**config.mk**
```make
export PLATFORM = sky130hd
export DESIGN_NAME = fetch_ctrl
export DESIGN_NICKNAME = d
export VERILOG_FILES = /design/src/rtl/fetch_pkg.sv /design/src/rtl/fetch_ctrl.sv
export SDC_FILE = /design/constraint.sdc
export NUM_CORES = 1
export LEC_CHECK = 0
export CORE_UTILIZATION = 43
export DETAILED_ROUTE_END_ITERATION = 10
export GPL_TIMING_DRIVEN = 0
export PLACE_DENSITY = 0.92
export SYNTH_ARGS = -nofsm -noshare
export SYNTH_HDL_FRONTEND = slang
export SYNTH_SLANG_ARGS = --single-unit
```
**constraint.sdc**
```tcl
create_clock -name clk -period 3.13 [get_ports clk]
set_input_delay 0.313 -clock clk [delete_from_list [all_inputs] [get_ports clk]]
set_output_delay 0.313 -clock clk [all_outputs]
set_load 0.01 [all_outputs]
```
**src/rtl/fetch_pkg.sv**
```systemverilog
// Shared types and constants for the instruction fetch controller.
package fetch_pkg;

  localparam int INSTR_WIDTH                = 32;
  localparam int DEFAULT_INSTRUCTION_OFFSET = 4;

  typedef enum logic [2:0] {
    IDLE,
    REQ,
    WAIT,
    HOLD,
    DRAIN
  } fetch_state_e;

endpackage

```
**src/rtl/fetch_ctrl.sv**
```systemverilog
// Single-outstanding instruction fetch controller: PC, request FSM and a
// one-entry instruction buffer toward decode, with branch redirect/squash.
module fetch_ctrl
  import fetch_pkg::*;
#(
  parameter int                   REG_WIDTH          = 9,
  parameter logic [REG_WIDTH-1:0] START_ADDR         = '0,
  parameter int                   INSTRUCTION_OFFSET = DEFAULT_INSTRUCTION_OFFSET
) (
  input  logic                   clk,
  input  logic                   reset,
  input  logic                   branch_taken,
  input  logic [REG_WIDTH-1:0]   branch_target,
  output logic                   imem_req,
  output logic [REG_WIDTH-1:0]   imem_addr,
  input  logic                   imem_gnt,
  input  logic                   imem_rvalid,
  input  logic [INSTR_WIDTH-1:0] imem_rdata,
  output logic                   instr_valid,
  output logic [INSTR_WIDTH-1:0] instr_data,
  output logic [REG_WIDTH-1:0]   instr_addr,
  input  logic                   instr_ready
);

  fetch_state_e           r_state;
  fetch_state_e           w_state_next;
  logic [REG_WIDTH-1:0]   r_fetch_pc;
  logic [REG_WIDTH-1:0]   w_fetch_pc_next;
  logic [INSTR_WIDTH-1:0] r_instr_data;
  logic [REG_WIDTH-1:0]   r_instr_addr;
  logic                   w_capture;
  logic [REG_WIDTH-1:0]   w_target_aligned;
  logic [REG_WIDTH-1:0]   w_pc_seq;

  // Targets are word aligned; sequential increment wraps at 2^REG_WIDTH.
  assign w_target_aligned = branch_target & ~REG_WIDTH'(3);
  assign w_pc_seq         = r_fetch_pc + REG_WIDTH'(INSTRUCTION_OFFSET);

  always_comb begin
    w_state_next    = r_state;
    w_fetch_pc_next = r_fetch_pc;
    w_capture       = 1'b0;
    case (r_state)
      IDLE: begin
        w_state_next = REQ;
        if (branch_taken) w_fetch_pc_next = w_target_aligned;
      end
      REQ: begin
        if (branch_taken) begin
          w_fetch_pc_next = w_target_aligned;
          w_state_next    = imem_gnt ? DRAIN : REQ;
        end else if (imem_gnt) begin
          w_state_next = WAIT;
        end
      end
      WAIT: begin
        if (branch_taken) begin
          w_fetch_pc_next = w_target_aligned;
          w_state_next    = imem_rvalid ? REQ : DRAIN;
        end else if (imem_rvalid) begin
          w_capture    = 1'b1;
          w_state_next = HOLD;
        end
      end
      HOLD: begin
        if (branch_taken) begin
          w_fetch_pc_next = w_target_aligned;
          w_state_next    = REQ;
        end else if (instr_ready) begin
          w_fetch_pc_next = w_pc_seq;
          w_state_next    = REQ;
        end
      end
      DRAIN: begin
        if (branch_taken) w_fetch_pc_next = w_target_aligned;
        // The stale response retires the outstanding request even if a new
        // branch lands in the same cycle; waiting longer would never end.
        if (imem_rvalid) w_state_next = REQ;
      end
      default: w_state_next = IDLE;
    endcase
  end

  always_ff @(posedge clk) begin
    if (reset) begin
      r_state      <= IDLE;
      r_fetch_pc   <= START_ADDR;
      r_instr_data <= '0;
      r_instr_addr <= START_ADDR;
    end else begin
      r_state    <= w_state_next;
      r_fetch_pc <= w_fetch_pc_next;
      if (w_capture) begin
        r_instr_data <= imem_rdata;
        r_instr_addr <= r_fetch_pc;
      end
    end
  end

  assign imem_req    = (r_state == REQ);
  assign imem_addr   = r_fetch_pc;
  assign instr_valid = (r_state == HOLD);
  assign instr_data  = r_instr_data;
  assign instr_addr  = r_instr_addr;

endmodule

```
==> Word level (Yosys, flattened, before mapping) <==
Index checks and enable logic that the tools add are counted.
{ "word_totals": {"regBits": 53, "latchBits": 0, "ramBits": 0, "rom_bits": 0, "input_bits": 47, "output_inout_bits": 52, "wordCells": 36, "memories": 0} }
{ "classes": {"add_sub_neg": 1, "n_mul": 0, "n_div": 0, "magnitude_cmp": 0, "eq_ne": 9, "n_shift": 0, "muxes": 17, "bitwise": 0, "n_reduce_logical": 5} }
{ "ops": {"columns": ["op", "n"], "rows": [
  ["3-bit 2-to-1 mux", 9],
  ["9-bit 2-to-1 mux", 3],
  ["9-bit one-hot mux with 2 select lines", 1],
  ["3-bit one-hot mux with 5 select lines", 1],
  ["9-bit by 3-bit adder with 9-bit output (second input constant)", 1],
  ["3-bit by 2-bit equality test with 1-bit output (second input constant)", 2],
  ["3-bit by 2-bit != test with 1-bit output (second input constant)", 2],
  ["4-bit AND reduction", 1],
  ["4-bit OR reduction", 1],
  ["3-bit by 1-bit equality test with 1-bit output (second input constant)", 1],
  ["3-bit equality test (second input constant)", 1],
  ["3-bit zero test", 1],
  ["1-bit 2-to-1 mux", 3],
  ["3-bit != test (second input constant)", 1],
  ["3-bit AND reduction", 1],
  ["2-bit by 1-bit != test with 1-bit output (second input constant)", 1],
  ["2-bit != test (second input constant)", 1],
  ["2-bit nonzero test", 1]
]} }

==> Depth between registers and ports, before layout <==
Gate-level depths: netlist of run 1.
{ "depth": {"ltp_word": 4, "mapped_depth": 7, "depth_no_buf": 5} }

==> Worst setup path after synthesis of run 1 <==
No wires, ideal clock.
{ "synth_path": {"path_kind": "reg2reg", "startpoint": "register r_fetch_pc[2] (netlist: imem_addr[2])", "endpoint": "register r_fetch_pc[8] (netlist: imem_addr[8])", "setup_ns": 0.130, "arrival_ns": 1.269, "required_ns": 3.000, "setup_slack_ns": 1.731, "path_stages_with_launch": 6, "n_path_buf": 0, "period_less_slack_ns": 1.399, "path_cell_list": "dfxtp_1 -> ha_1 -> nand3_1 -> or3_1 -> a21oi_1 -> o32ai_1"} }
{ "synth_via": {"elab_chain_cells": 4} }
{ "synth_lines": {"columns": ["element", "line_no", "rtl"], "rows": [
  ["start: declaration", "fetch_ctrl.sv:27", "logic [REG_WIDTH-1:0] r_fetch_pc;"],
  ["start signal: assignment", "fetch_ctrl.sv:92", "r_fetch_pc <= w_fetch_pc_next;"],
  ["9-bit by 3-bit adder with 9-bit output", "fetch_ctrl.sv:37", "assign w_pc_seq = r_fetch_pc + REG_WIDTH'(INSTRUCTION_OFFSET);"],
  ["9-bit 2-to-1 mux", "fetch_ctrl.sv:69", "end else if (instr_ready) begin"],
  ["9-bit 2-to-1 mux", "fetch_ctrl.sv:66", "if (branch_taken) begin"],
  ["9-bit one-hot mux with 2 select lines", "fetch_ctrl.sv:43", "case (r_state)"]
]} }
Every way passes these cells. The select of a mux whose other input is x is not followed.
A chain may end at the register's enable or synchronous reset.

==> Final worst setup path of run 1 <==
{ "layout_path": {"startpoint": "register r_state[0]", "endpoint": "output port instr_valid"} }
{ "layout_via": {"elab_chain_cells": 1} }
{ "layout_lines": {"columns": ["element", "line_no", "rtl"], "rows": [
  ["start: declaration", "fetch_ctrl.sv:25", "fetch_state_e r_state;"],
  ["start signal: assignment", "fetch_ctrl.sv:91", "r_state <= w_state_next;"],
  ["3-bit by 2-bit equality test with 1-bit output", "fetch_ctrl.sv:102", "assign instr_valid = (r_state == HOLD);"],
  ["end: declaration", "fetch_ctrl.sv:19", "output logic instr_valid,"]
]} }
Every way passes these cells.

==> flow_metrics.env, run 1 <==
export IMPL_synth_edf_count=0
export IMPL_min_period_ps=1880
export IMPL_finalPower_w=0.00125
export IMPL_reg2reg_depth=5
export IMPL_numCtsBuffers=5
export IMPL_core_um2=4470
export IMPL_grt_pass1_wl_um=8960
export IMPL_routed_wl_um=5420
export IMPL_grt_use_total_pct=22.6
export IMPL_post_route_period_util_pct=59.9
export IMPL_dieHeight_um=71.3
export IMPL_powerDensity_nw_per_um2=396
export IMPL_nNetsFinal=411
export IMPL_pre_cts_ws_ps=1160
export IMPL_hold_viol=0
export IMPL_grt_setup_unrepaired="no"
export IMPL_clk_latency_ps=300
export IMPL_cp_cell_sequence="buf_2, nand2_1, nor2_1, clkdlybuf4s50_1"
export IMPL_hold_end="r_state[1]"
export IMPL_clockBufferDepth=2
export IMPL_grt_start_max_net_pins=15
export IMPL_ff2ff_setup_slack_ps=1500
export IMPL_die_area_um2=5080
export IMPL_antenna_left=0
export IMPL_drt_pass1_iter_count=8
export IMPL_cp_data_arrival_time_ps=1560
export IMPL_num_antenna_cells=0
export IMPL_yosys_most_used_dff="dfxtp_1"
export IMPL_fp_dieW_um=71.3
export IMPL_violations="DRC"
export IMPL_vias=2110
export IMPL_ctsRootBufferMaster="clkbuf_8"
export IMPL_drt_initial_drc_count=111
export IMPL_cp_required_ps=2820
export IMPL_synthTopCellsByArea="dfxtp_1 48%, nand2_1 15%, a21oi_1 11%, buf_4 2.5%, mux2i_1 2.4%"
export IMPL_tightest_slew_ps=515
export IMPL_area_growth_pct=52.9
export IMPL_finalWeightedCongestion=0.875
export IMPL_slew_limit_headroom_pct=65.7
export IMPL_drv_slew=0
export IMPL_r2r_end="imem_addr[8]"
export IMPL_core_rowCount=24
export IMPL_portBuffers=91
export IMPL_p_leak_nw=1.11
export IMPL_endpoint_kind="output pin"
export IMPL_wire_per_inst_um=13.1
export IMPL_synth_warnings=0
export IMPL_r2r_start="imem_addr[2]"
export IMPL_outcome="complete, but fails checks"
export IMPL_layout_drive_gt1_share_pct=7.44
export IMPL_synth_top_cell_area_share_pct=47.5
export IMPL_grt_pass1_vias=2044
export IMPL_remaining_drc_errors=6
export IMPL_fin_ws_ps=1250
export IMPL_cts_tree="done"
export IMPL_fin_tns_setup_ps=0
export IMPL_setup_viol=0
export IMPL_ys_seq_elements=49
export IMPL_ctsResizeCount=0
export IMPL_cts_setup_buffers=0
export IMPL_seq_area_frac_synth_pct=47.5
export IMPL_min_path_type="input pin to flip-flop"
export IMPL_syn_area_per_cell_um2=7.87
export IMPL_max_cap_violations=0
export IMPL_syn_cell_area_um2=2060
export IMPL_cts_sinks=49
export IMPL_postCtsHoldBufs=0
export IMPL_ir_worst_vdd_mv=0.301
export IMPL_cp_max_fo=10
export IMPL_max_freq_mhz=533
export IMPL_synth_top_area_cell="dfxtp_1"
export IMPL_fin_skew_ps=3.19
export IMPL_clk_pin_slew_ps=80
export IMPL_ys_types=37
export IMPL_start_util_pct=46.1
export IMPL_avgViaCountPerCell=5.08
export IMPL_max_stage_delay_ps=540
export IMPL_hold_start="branch_taken"
export IMPL_async_reset_ff_share_pct=0
export IMPL_slowest_stage="clkdlybuf4s50_1"
export IMPL_synth_most_common_cell="nand2_1"
export IMPL_hold_depth=2
export IMPL_ios=99
export IMPL_worstSetupPathType="flip-flop to output pin"
export IMPL_hpwl_um=4090
export IMPL_antenna_found_initial=0
export IMPL_syn_instance_count=262
export IMPL_grt_overflow_total=0
export IMPL_h_tree_depth=2
export IMPL_start_kind="flip-flop"
export IMPL_netlist_top_cells_count="81 x nand2_1, 49 x dfxtp_1, 46 x a21oi_1"
-- worst max-delay path, delay by kind of cell (launching register included) --
kind | cells | cell delay, ps
flip-flops | 1 | 310
AND/OR/NAND/NOR | 2 | 230
buffers and inverters | 2 | 730
-- cell usage in the layout, fill, tap and decap left out, types with 4 or more instances in the layout --
cell type	instances
clkbuf_8	5
clkbuf_1	7
a21oi_1	46
nand3_1	5
conb_1	4
buf_2	6
mux2i_1	5
clkdlybuf4s50_1	91
inv_1	9
nand2_1	81
dfxtp_1	49
buf_4	7
nor2_1	9
o32ai_1	5
-- cell families after synthesis --
group | synth area share, %
fa+ha+maj | 0.606
simple gates | 22.4
compound gates | 18.3
buf+inv | 8.00
flops | 47.5
other cells | 0.182
mux | 2.97
-- power by group --
group          switching, W  internal (W)  total [W]
sequential        0.0000145      0.000635   0.000650
clock              0.000200      0.000232   0.000432
combinational     0.0000694     0.0000996   0.000169
-- worst max path at each step --
| stage | startpoint | end | slack, ps | cells past startpoint |
|---|---|---|---|---|
| after floorplan | imem_addr[2] | imem_addr[8] | 1730 | 5 |
| after global placement | reset | instr_data[23] | 1180 | 4 |
| after detailed placement | reset | instr_data[22] | 1160 | 4 |
| after CTS | r_state[0] | instr_valid | 1240 | 4 |
| after global routing | r_state[0] | instr_valid | 1110 | 4 |
| final | r_state[0] | instr_valid | 1250 | 4 |
-- sequential cells by signal (all words and copies together), names as in the netlist --
signal,flops
r_state,3
instr_data,32
instr_addr,7
imem_addr,7
-- per-layer routing --
layer / routed length, um / vias up / global-route usage [%]
met2: 2590 / 100 / 38.3
met1: 2200 / 930 / 25.8
met4: 153 / 0 / 11.8
li1: - / 1062 / -
met3: 473 / 18 / 6.75
met5: 0 / - / 0
-- layout make-up --
type,count,area [um^2]
Clock inverter,2,35.0
Multi-Input combinational cell,185,928
Timing Repair Buffer,91,911
Buffer,22,131
Fill cell,375,1320
Sequential cell,49,981
Clock buffer,5,68.8
Inverter,9,33.8
Tap cell,52,65.1
-- per-stage QoR --
step                instance area, um^2  hold slack [ps]  utilization [%]  std cells
CTS                                3150              310             70.5        415
global route                       3150              316             70.5        415
detailed placement                 3050              447             68.2        408
floorplan                          2070              449                -        265
finish                             3150              315             70.5        415
global placement                   3050              441             68.2        408
(Power assumes the default switching activity.)
==> run 2, diff against run 1 <==
CORE_UTILIZATION = 36   (was 43)
PLACE_DENSITY = 0.83   (was 0.92)
clock period = 1.7 ns   (was 3.13 ns; I/O delays follow)
==> flow_metrics.env, run 2 (synthesized netlist as in run 1, its figures left out) <==
export IMPL_p_leak_nw=1.12
export IMPL_hpwl_um=3910
export IMPL_worstSetupPathType="flip-flop to flip-flop"
export IMPL_r2r_start="imem_addr[2]"
export IMPL_vias=2105
export IMPL_cts_tree="done"
export IMPL_nNetsFinal=411
export IMPL_grt_pass1_wl_um=8340
export IMPL_hold_start="branch_taken"
export IMPL_place_area_um2=3080
export IMPL_layout_drive_gt1_share_pct=7.14
export IMPL_hold_depth=2
export IMPL_fin_skew_ps=6.29
export IMPL_drv_slew=0
export IMPL_cts_sinks=49
export IMPL_largest_reg_flops=32
export IMPL_setup_viol=0
export IMPL_r2r_end="imem_addr[8]"
export IMPL_clk_latency_ps=290
export IMPL_p_switching_w=0.000499
export IMPL_finalPower_w=0.00214
export IMPL_post_route_period_util_pct=92.2
export IMPL_finalWeightedCongestion=0.812
export IMPL_p_clk_share_pct=29.9
export IMPL_grt_setup_unrepaired="no"
export IMPL_seqPwrFrac_pct=55.7
export IMPL_min_path_type="input pin to flip-flop"
export IMPL_ctsRootBufferMaster="clkbuf_8"
export IMPL_grt_pass1_vias=1849
export IMPL_fp_dieW_um=77.7
export IMPL_postCtsHoldBufs=0
export IMPL_cp_data_arrival_time_ps=1730
export IMPL_clk_pin_slew_ps=80
export IMPL_core_rowCount=27
export IMPL_routed_wl_um=5270
export IMPL_slew_limit_headroom_pct=65.2
export IMPL_grt_use_total_pct=17.3
export IMPL_tightest_slew_ps=522
export IMPL_hold_viol=0
export IMPL_portBuffers=91
export IMPL_p_int_w=0.00165
export IMPL_drt_pass1_iter_count=4
export IMPL_clockBufferDepth=2
export IMPL_switching_share_pct=23.3
export IMPL_ff2ff_setup_slack_ps=130
export IMPL_grt_start_max_net_pins=14
export IMPL_final_common_cell="clkdlybuf4s50_1"
export IMPL_h_tree_depth=2
export IMPL_avgViaCountPerCell=4.83
export IMPL_ios=99
export IMPL_max_freq_mhz=638
export IMPL_nFillCells=535
export IMPL_pre_cts_ws_ps=-123
export IMPL_powerDensity_nw_per_um2=679
export IMPL_cp_max_fo=7
export IMPL_reg2reg_depth=5
export IMPL_fin_ws_ps=132
export IMPL_start_util_pct=37.5
export IMPL_cp_required_ps=1860
export IMPL_grt_overflow_total=0
export IMPL_endpoint_kind="flip-flop"
export IMPL_numCtsBuffers=5
export IMPL_stdcell_count=436
export IMPL_cts_setup_buffers=0
export IMPL_die_area_um2=6040
export IMPL_antenna_left=0
export IMPL_fin_tns_setup_ps=0
export IMPL_dp_cells=428
export IMPL_core_um2=5510
export IMPL_outcome="complete, no violations"
export IMPL_ir_worst_vdd_mv=0.407
export IMPL_max_cap_violations=0
export IMPL_start_kind="flip-flop"
export IMPL_wire_per_inst_um=12.1
export IMPL_antenna_found_initial=0
export IMPL_min_period_ps=1570
export IMPL_mostFrequentLayoutCells="89 x clkdlybuf4s50_1, 81 x nand2_1, 48 x dfxtp_1, 46 x a21oi_1, 10 x clkbuf_1"
export IMPL_num_antenna_cells=0
export IMPL_dieHeight_um=77.7
export IMPL_drt_initial_drc_count=79
export IMPL_p_comb_share_pct=14.4
export IMPL_hold_end="r_state[1]"
export IMPL_remaining_drc_errors=0
export IMPL_area_growth_pct=53.2
export IMPL_stdcell_area_um2=3160
-- run 2: worst max-delay path by stage --
stage	startpoint	end	slack (ps)	cells past startpoint
6_report	imem_addr[2]	imem_addr[8]	130	5
3_3_place_gp	reset	instr_data[20]	-90	4
4_1_cts	r_state[1]	instr_valid	30	4
5_1_grt	r_state[2]	instr_data[29]	40	6
2_1_floorplan	imem_addr[2]	imem_addr[8]	300	5
3_5_place_dp	reset	instr_data[16]	-120	4
-- run 2: area by class of cell --
cell class                 count  area (um^2)  area share [%]
timing repair buffer          91          912            28.9
clock buffer                   8         80.1            2.53
inverter                       9         33.8            1.07
tap                           72         90.1            2.85
buffer                        22          134            4.24
sequential                    49          982            31.1
multi-input combinational    185          928            29.4
-- run 2: routing by layer --
metal | global-route usage [%] | part of all wire (%) | vias up | wire length [um]
met4 | 4.53 | 0.74 | 0 | 39
met5 | 0 | 0 | - | 0
met3 | 4.82 | 7.8 | 5 | 412
li1 | - | - | 1063 | -
met2 | 30.3 | 49 | 75 | 2590
met1 | 20.6 | 42 | 962 | 2220
-- run 2: repair_timing --
action | in CTS | in global routing
cloned | 0 | 0
gates resized for setup | 3 | 1
setup endpoints to repair | 2 | 1
-- run 2: worst max-delay path, stage by stage (launching register included) --
cell and delay (ps):
dfxtp_1 460, ha_1 210, nand3_1 160, or3_1 360, a21oi_1 170, o32ai_1 90
-- run 2: stage by stage --
stage / util, % / hold WS, ps
6_report: 57.4 / 173
5_1_grt: 57.4 / 187
4_1_cts: 57.4 / 161
3_5_place_dp: 55.9 / 447
3_3_place_gp: 55.9 / 441
2_1_floorplan: - / 306
-- run 2: power groups by stage --
stage	sequential (W)	combinational [W]	clock [W]
after floorplan	0.00122	0.000130	0
after global placement	0.00122	0.000304	0
after detailed placement	0.00122	0.000309	0
after CTS	0.00119	0.000310	0.000668
after global routing	0.00120	0.000336	0.000715
final	0.00119	0.000308	0.000641
==> run 3, diff against run 2 <==
MAX_ROUTING_LAYER = met4   (was not set)
==> flow_metrics.env, run 3 (synthesized netlist as in run 1, its figures left out) <==
export IMPL_ir_worst_vdd_mv=0.403
export IMPL_wire_per_inst_um=12.1
export IMPL_powerDensity_nw_per_um2=677
export IMPL_max_stage_delay_ps=460
export IMPL_core_um2=5510
export IMPL_drv_slew=0
export IMPL_h_tree_depth=2
export IMPL_final_common_cell="clkdlybuf4s50_1"
export IMPL_grt_setup_unrepaired="no"
export IMPL_worstSetupPathType="flip-flop to flip-flop"
export IMPL_drt_initial_drc_count=80
export IMPL_numCtsBuffers=5
export IMPL_die_area_um2=6040
export IMPL_fin_tns_setup_ps=0
export IMPL_endpoint_kind="flip-flop"
export IMPL_area_growth_pct=53.2
export IMPL_largest_reg_flops=32
export IMPL_min_period_ps=1570
export IMPL_num_antenna_cells=0
export IMPL_postCtsHoldBufs=0
export IMPL_antenna_left=0
export IMPL_cts_tree="done"
export IMPL_cts_sinks=49
export IMPL_use_met3_pct=4.00
export IMPL_dieHeight_um=77.7
export IMPL_fin_skew_ps=6.97
export IMPL_slowest_stage="dfxtp_1"
export IMPL_met1_usage_pct=21.1
export IMPL_finalPower_w=0.00214
export IMPL_setup_viol=0
export IMPL_finalWeightedCongestion=0.824
export IMPL_outcome="complete, no violations"
export IMPL_cp_cell_sequence="ha_1, nand3_1, or3_1, a21oi_1, o32ai_1"
export IMPL_grt_pass1_wl_um=8340
export IMPL_remaining_drc_errors=0
export IMPL_layout_drive_gt1_share_pct=7.14
export IMPL_max_freq_mhz=637
export IMPL_cp_data_arrival_time_ps=1730
export IMPL_nFillCells=535
export IMPL_antenna_found_initial=0
export IMPL_cp_required_ps=1860
export IMPL_start_kind="flip-flop"
export IMPL_hold_viol=0
export IMPL_cp_max_fo=7
export IMPL_grt_start_max_net_pins=14
export IMPL_grt_overflow_total=0
export IMPL_p_leak_nw=1.12
export IMPL_clk_pin_slew_ps=80
export IMPL_hpwl_um=3910
export IMPL_tightest_slew_ps=522
export IMPL_routed_wl_um=5260
export IMPL_nNetsFinal=411
export IMPL_grt_use_total_pct=17.8
export IMPL_dp_cells=428
export IMPL_ctsRootBufferMaster="clkbuf_8"
export IMPL_cts_setup_buffers=0
export IMPL_start_util_pct=37.5
export IMPL_fp_dieW_um=77.7
export IMPL_top_usage_layer="met2"
export IMPL_grt_pass1_vias=1848
export IMPL_slew_limit_headroom_pct=65.2
export IMPL_min_path_type="input pin to flip-flop"
export IMPL_mostFrequentLayoutCells="89 x clkdlybuf4s50_1, 81 x nand2_1, 48 x dfxtp_1, 46 x a21oi_1, 10 x clkbuf_1"
export IMPL_avgViaCountPerCell=4.82
export IMPL_vias=2102
export IMPL_drt_pass1_iter_count=5
export IMPL_max_cap_violations=0
export IMPL_use_met2_pct=30.3
export IMPL_holdWs_ps=175
export IMPL_portBuffers=91
export IMPL_post_route_period_util_pct=92.3
export IMPL_stdcell_count=436
export IMPL_clk_latency_ps=290
export IMPL_core_rowCount=27
export IMPL_ff2ff_setup_slack_ps=130
export IMPL_clockBufferDepth=2
export IMPL_ios=99
==> run 3: cell counts in the layout (fill, tap and decap cells not counted) <==
No cell type changed its count.
==> run 3: critical path: cells and delay by family (launching register included) <==
kind	cells	cell delay [ps]
adder cells (fa/ha/maj)	1	210
AO/OA/AOI/OAI	2	260
flip-flops	1	460
AND/OR/NAND/NOR	2	520
==> run 3: area by class of cell <==
type | instances | area (um^2) | area share [%]
plain buffers | 22 | 134 | 4.24
clock buffers | 8 | 80.1 | 2.53
inverters | 9 | 33.8 | 1.07
multi-input cells | 185 | 928 | 29.4
flip-flops and latches | 49 | 982 | 31.1
well taps | 72 | 90.1 | 2.85
repair buffers | 91 | 912 | 28.9
==> run 3: repair_timing <==
item                                    4_1_cts  5_1_grt
endpoints found under the setup margin        2        1
gates cloned                                  0        0
gates resized for setup                       3        1
endpoints found under the hold margin         0        0
==> run 3: metal layers <==
metal	share of wire [%]	vias to the layer above
li1	-	1064
met4	0.63	0
met3	6.6	4
met1	43	962
met2	49	72
met5	0	-
==> run 3: stage by stage <==
stage	setup slack (ps)	util [%]	area, um^2
3_3_place_gp	-88.5	55.9	3080
2_1_floorplan	301	-	2070
6_report	131	57.4	3160
3_5_place_dp	-123	55.9	3080
4_1_cts	27.0	57.4	3160
5_1_grt	40.7	57.4	3160
==> run 3: path summary, 6_finish.rpt <==
kind,startpoint,to,cells past startpoint
setup / recovery,imem_addr[2],imem_addr[8],5
hold / removal,branch_taken,r_state[1],2
setup reg to reg,imem_addr[2],imem_addr[8],5
hold reg to reg,instr_data[2],instr_data[2],2
==> run 3: where the power goes <==
group | switching (W) | leakage, nW | internal [W]
Sequential | 0.0000250 | 0.397 | 0.00117
Clock | 0.000345 | 0.0395 | 0.000293
Combinational | 0.000126 | 0.685 | 0.000183
Total | 0.000495 | 1.12 | 0.00165
